### config.mk
export PLATFORM = sky130hd
export DESIGN_NAME = adc_seq_ctrl
export DESIGN_NICKNAME = d
export VERILOG_FILES = /design/src/rtl/adc_seq_pkg.sv /design/src/rtl/adc_avg_accum.sv /design/src/rtl/adc_seq_ctrl.sv
export SDC_FILE = /design/constraint.sdc
export NUM_CORES = 1
export LEC_CHECK = 0
export CORE_MARGIN = 3
export CORE_UTILIZATION = 50
export CTS_CLUSTER_SIZE = 24
export DETAILED_ROUTE_END_ITERATION = 10
export GPL_ROUTABILITY_DRIVEN = 1
export PLACE_DENSITY = 0.83
export SLEW_MARGIN = 20
export SYNTH_ARGS = -nofsm -noshare
export SYNTH_HDL_FRONTEND = slang
export SYNTH_SLANG_ARGS = --single-unit
### constraint.sdc
create_clock -name wb_clk_i -period 3.35 [get_ports wb_clk_i]
set_input_delay 0.67 -clock wb_clk_i [delete_from_list [all_inputs] [get_ports wb_clk_i]]
set_output_delay 0.67 -clock wb_clk_i [all_outputs]
set_load 0.01 [all_outputs]
### src/rtl/adc_seq_pkg.sv
`default_nettype none
// ---------------------------------------------------------------------------
// adc_seq_pkg : state encoding and width helpers for the ADC sequencer
// Revision    : 1.0
// ---------------------------------------------------------------------------
package adc_seq_pkg;

  typedef enum logic [2:0] {
    ST_IDLE  = 3'd0,
    ST_CAL   = 3'd1,
    ST_CONV  = 3'd2,
    ST_ACCUM = 3'd3,
    ST_DONE  = 3'd4
  } state_t;

  // Up to 8 samples are summed, so three bits of headroom cover the sum.
  localparam int c_ACC_GROWTH = 3;
  localparam int c_AVG_W      = 2;
  localparam int c_SAMP_W     = 4;

  function automatic int acc_width(input int res_w);
    return res_w + c_ACC_GROWTH;
  endfunction

  // Width of a counter that runs 0 .. max_count-1.
  function automatic int cnt_width(input int max_count);
    return (max_count < 2) ? 1 : $clog2(max_count);
  endfunction

endpackage
`default_nettype wire

### src/rtl/adc_avg_accum.sv
`default_nettype none
// ---------------------------------------------------------------------------
// adc_avg_accum : clear / add / shift-out accumulator for sample averaging
// Revision      : 1.0
// ---------------------------------------------------------------------------
module adc_avg_accum
  import adc_seq_pkg::*;
#(
  parameter int RES_W = 10
) (
  input  logic               clk,
  input  logic               rst,
  input  logic               i_clear,
  input  logic               i_add,
  input  logic [RES_W-1:0]   i_sample,
  input  logic [c_AVG_W-1:0] i_shift,
  output logic [RES_W-1:0]   o_avg
);

  localparam int c_ACC_W = acc_width(RES_W);

  logic [c_ACC_W-1:0] r_acc;

  always_ff @(posedge clk) begin
    if (rst) begin
      r_acc <= '0;
    end else if (i_clear) begin
      r_acc <= '0;
    end else if (i_add) begin
      r_acc <= r_acc + c_ACC_W'(i_sample);
    end
  end

  // The sum of 2^n samples shifted by n always fits back into RES_W bits.
  assign o_avg = RES_W'(r_acc >> i_shift);

endmodule
`default_nettype wire

### src/rtl/adc_seq_ctrl.sv
`default_nettype none
// ---------------------------------------------------------------------------
// adc_seq_ctrl : SAR ADC sequencer with calibration, averaging and timeout
// Revision     : 1.0
// ---------------------------------------------------------------------------
module adc_seq_ctrl
  import adc_seq_pkg::*;
#(
  parameter int RES_W      = 10,
  parameter int CAL_CYCLES = 64,
  parameter int TIMEOUT    = 1023
) (
  input  logic             wb_clk_i,
  input  logic             wb_rst_i,
  input  logic             start,
  input  logic             cal_req,
  input  logic             cont,
  input  logic [1:0]       avg_log2,
  output logic             adc_en,
  output logic             adc_cal,
  input  logic [RES_W-1:0] adc_result,
  input  logic             adc_valid,
  output logic [RES_W-1:0] result,
  output logic             result_valid,
  output logic             busy,
  output logic             timeout_err
);

  localparam int c_CAL_W = cnt_width(CAL_CYCLES);
  localparam int c_TO_W  = cnt_width(TIMEOUT);

  state_t                r_state;
  state_t                w_next;
  logic                  r_pend;
  logic                  r_to_err;
  logic [c_AVG_W-1:0]    r_avg;
  logic [c_SAMP_W-1:0]   r_samp_cnt;
  logic [c_CAL_W-1:0]    r_cal_cnt;
  logic [c_TO_W-1:0]     r_to_cnt;
  logic [RES_W-1:0]      r_result;
  logic [RES_W-1:0]      w_avg;
  logic [c_SAMP_W-1:0]   w_n_samples;
  logic                  w_cal_last;
  logic                  w_to_last;
  logic                  w_burst_start;
  logic                  w_take;
  logic                  w_to_hit;
  logic                  w_load;

  assign w_n_samples = c_SAMP_W'(1) << r_avg;
  assign w_cal_last  = (r_cal_cnt == c_CAL_W'(CAL_CYCLES - 1));
  assign w_to_last   = (r_to_cnt == c_TO_W'(TIMEOUT - 1));
  assign result      = r_result;
  assign timeout_err = r_to_err;

  always_ff @(posedge wb_clk_i) begin
    if (wb_rst_i) begin
      r_state <= ST_IDLE;
    end else begin
      r_state <= w_next;
    end
  end

  always_comb begin
    w_next        = r_state;
    w_burst_start = 1'b0;
    w_take        = 1'b0;
    w_to_hit      = 1'b0;
    w_load        = 1'b0;
    adc_en        = 1'b0;
    adc_cal       = 1'b0;
    result_valid  = 1'b0;
    busy          = 1'b1;
    case (r_state)
      ST_IDLE: begin
        busy = 1'b0;
        if (cal_req) begin
          w_next = ST_CAL;
        end else if (start || r_pend) begin
          w_next        = ST_CONV;
          w_burst_start = 1'b1;
        end
      end
      ST_CAL: begin
        adc_cal = 1'b1;
        if (w_cal_last) begin
          w_next = ST_IDLE;
        end
      end
      ST_CONV: begin
        adc_en = 1'b1;
        // A result arriving on the final allowed cycle still wins over timeout.
        if (adc_valid) begin
          w_next = ST_ACCUM;
          w_take = 1'b1;
        end else if (w_to_last) begin
          w_next   = ST_IDLE;
          w_to_hit = 1'b1;
        end
      end
      ST_ACCUM: begin
        if (r_samp_cnt == w_n_samples) begin
          w_next = ST_DONE;
          w_load = 1'b1;
        end else begin
          w_next = ST_CONV;
        end
      end
      ST_DONE: begin
        result_valid = 1'b1;
        if (cont) begin
          w_next        = ST_CONV;
          w_burst_start = 1'b1;
        end else begin
          w_next = ST_IDLE;
        end
      end
      default: begin
        w_next = ST_IDLE;
      end
    endcase
  end

  always_ff @(posedge wb_clk_i) begin
    if (wb_rst_i) begin
      r_pend   <= 1'b0;
      r_to_err <= 1'b0;
    end else begin
      if (r_state == ST_IDLE) begin
        if (cal_req && start) begin
          r_pend <= 1'b1;
        end else if (w_burst_start) begin
          r_pend <= 1'b0;
        end
      end
      if (w_to_hit) begin
        r_to_err <= 1'b1;
      end else if ((r_state == ST_IDLE) && w_burst_start) begin
        r_to_err <= 1'b0;
      end
    end
  end

  always_ff @(posedge wb_clk_i) begin
    if (wb_rst_i) begin
      r_cal_cnt  <= '0;
      r_to_cnt   <= '0;
      r_avg      <= '0;
      r_samp_cnt <= '0;
      r_result   <= '0;
    end else begin
      r_cal_cnt <= (r_state == ST_CAL) ? r_cal_cnt + c_CAL_W'(1) : '0;
      r_to_cnt  <= ((r_state == ST_CONV) && !adc_valid) ? r_to_cnt + c_TO_W'(1) : '0;
      if (w_burst_start) begin
        r_avg      <= avg_log2;
        r_samp_cnt <= '0;
      end else if (w_take) begin
        r_samp_cnt <= r_samp_cnt + c_SAMP_W'(1);
      end
      if (w_load) begin
        r_result <= w_avg;
      end
    end
  end

  adc_avg_accum #(
    .RES_W (RES_W)
  ) u_accum (
    .clk      (wb_clk_i),
    .rst      (wb_rst_i),
    .i_clear  (w_burst_start),
    .i_add    (w_take),
    .i_sample (adc_result),
    .i_shift  (r_avg),
    .o_avg    (w_avg)
  );

endmodule
`default_nettype wire
==> reports/qor.csv <==
metric,value,unit
Crit path max-delay family,compound AO/OA/AOI/OAI gates,
post-synthesis sequential area ratio,37.1,%
Worst R2R Path Depth,6,
layout cells sized above 1,8.23,%
crit path capture type,register,
TritonRoute pass-1 iters,4,
WHS Path Cells,1,
Worst-Margin Slew,0.729,ns
syn_area_per_cell,9.03,um2
post-synthesis register bit count,50,
Die Area,6320,um2
CP max-delay cell,fa_1,
pwr/cell area,382,nW/um2
crit path max fanout,3,
status,completed,
H-tree depth,2,
Yosys warning count,0,
CTS Buffer Depth,2,
Critical Path AT,2.88,ns
antenna diode count,0,
skew final,0.00942,ns
Die Ht,79.5,um
worst path required time,3.57,ns
hold slack,0.479,ns
CTS Hold Bufs,0,
Remaining DRCs,0,
Post-Syn Area,2700,um2
max-slew violations,0,
Fmax,376,MHz
Design Power,1.20,mW
CTS tree,built,
CP Launch Point,adc_result[0],
Initial Util,52.2,%
clock sink count,50,
CP Cell Sequence,clkdlybuf4s50_1 > ha_1 > fa_1 > a211oi_1 > o21ai_0 > a21o_1 > a21oi_1 > xor2_1 > a211oi_1,
multi-input logic area,1630,um2
Site Rows,26,
CP bufs+invs,1,
Cells after Synth,299,
TNS Setup,0,ns
Setup CP Type,in2reg,
DRT Wirelength,5.34,mm
Routed Antenna Nets,0,
max layer used,met4,
Max Cap Viol,0,
Clock Pin Slew Worst Setup and Hold Paths,0.09,ns
Final setup viols,0,
core area,5170,um2
antenna violations before repair,0,
Port Buf Inserts,32,
Area Overhead vs Synth,16.9,%
Yosys cell types,40,
post-layout minimum cycle time,2.66,ns
min-delay worst type,reg2reg,
crit start category,primary input,
"Largest stage delay, worst path",0.43,ns
Via density,5.55,
Fill cells,434,
Num CTS Buffers,5,
total congestion overflow,0,
Synthesized Nets,332,
maximum VDD drop,0.242,mV
RSZ-0062 raised after global routing,no,
1st-iter DRT viols,148,
DP HPWL,4.10,mm
Worst R2R Start,r_avg[0],
register area,1000,um2
CP dominant cell by count,a211oi_1,
Ports,33,
Fin. Hold Viols,0,
Tcrit/Tclk final,79.4,%
met2 wire length,2.58,mm
GRT Overall Usage,17.8,%
post-CTS setup buffer count,0,
R2R Path End,result[8],
vias,2210,
Crit path depth,9,
Wirelength per Cell,13.4,um
Final #Nets,361,
met3 routed WL,233,um
largest net degree at the start of global routing,19,
first-pass GRT wire length,8.99,mm
Clock Latency Late Sink,0.30,ns
Critical Path Sink,u_accum.r_acc[8],
Slew headroom,51.4,%
DIE WIDTH,79.5,um
vias in the first global route,2059,
met1 wire length,2.46,mm
post-CTS resize count,0,
Worst R2R Setup Slack,1.11,ns
Final GP Congestion,0.835,
Leak,1.16,nW
final core occ,61.0,%
CTS Root Cell,clkbuf_8,
==> layer usage <==
metal  vias to the layer above  GRT usage [%]
li1                       1107              -
met1                      1052           23.1
met2                        47           29.9
met3                         4           3.27
met4                         0           6.01
met5                         -              0
==> worst min path at each step <==
stage                 start            to
2_1_floorplan  r_cal_cnt[0]  r_cal_cnt[0]
3_3_place_gp   r_cal_cnt[0]  r_cal_cnt[0]
3_5_place_dp   r_cal_cnt[0]  r_cal_cnt[0]
4_1_cts        r_cal_cnt[0]  r_cal_cnt[0]
5_1_grt        r_cal_cnt[0]  r_cal_cnt[0]
6_report       r_cal_cnt[0]  r_cal_cnt[0]
==> area by class of cell <==
cell class | count | area share [%]
Multi-Input combinational cell | 232 | 51.6
Inverter | 4 | 0.476
Clock buffer | 5 | 2.18
Timing Repair Buffer | 35 | 10.9
Sequential cell | 50 | 31.7
Clock inverter | 2 | 0.436
Tap cell | 70 | 2.77
==> synthesized netlist by cell type, drive strengths merged <==
master / n / share of area, %
mux2i: 13 / 4.8
nand3b: 1 / 0.28
xnor2: 7 / 2.3
o211ai: 1 / 0.28
or3b: 1 / 0.32
nor3b: 4 / 1.1
nor2: 45 / 6.3
a31oi: 2 / 0.46
clkbuf: 5 / 0.69
o21ai: 8 / 1.5
nand4: 3 / 0.69
and4: 1 / 0.32
nor4bb: 1 / 0.37
a311o: 1 / 0.37
fa: 1 / 0.74
nand3: 8 / 1.5
or3: 4 / 0.93
and3: 4 / 0.97
a21o: 4 / 1.1
ha: 14 / 6.5
a211oi: 5 / 1.4
o22ai: 2 / 0.46
xor2: 15 / 4.9
dfxtp: 50 / 37
buf: 8 / 1.7
nand2: 33 / 4.6
nand2b: 2 / 0.46
nor2b: 2 / 0.46
and2: 2 / 0.46
nor3: 7 / 2.1
mux4: 10 / 8.3
a21oi: 30 / 5.8
nand4b: 1 / 0.32
inv: 4 / 0.56
==> kinds of logic after synthesis <==
family | share of synthesized area, %
fa+ha+maj | 7.23
xor+xnor | 7.13
simple gates | 21.1
buf+inv | 2.92
compound gates | 11.4
flops | 37.1
mux | 13.2
==> sequential cells by signal (all words and copies together), names as in the netlist <==
name,flops
timeout_err,1
u_accum.r_acc,13
r_state,3
result,10
r_cal_cnt,6
r_samp_cnt,4
r_avg,2
r_to_cnt,10
r_pend,1
==> layout by cell type (no fill, tap or decap), types with 7 or more instances in the layout <==
cell type,netlist,layout
a21oi_1,28,28
clkdlybuf4s50_1,0,32
dfxtp_1,50,50
ha_1,14,14
mux2i_1,13,13
mux4_2,10,10
nand2_1,33,33
nand3_1,8,8
nor2_1,45,45
o21ai_0,8,8
xnor2_1,7,7
xor2_1,15,15
==> report_power, final <==
part | switching (mW) | internal, mW | total, mW
clock network | 0.195 | 0.144 | 0.340
logic | 0.112 | 0.107 | 0.219
registers | 0.0334 | 0.612 | 0.646
total | 0.340 | 0.864 | 1.20
==> through the flow <==
stage | area, um2 | cells | worst slack (ns)
after floorplan | 2700 | 299 | 0.993
after global placement | 3070 | 391 | 0.471
after detailed placement | 3070 | 391 | 0.394
after CTS | 3160 | 398 | 0.690
after global routing | 3160 | 398 | 0.510
final | 3160 | 398 | 0.690
Power figures use the tool's default switching activity.
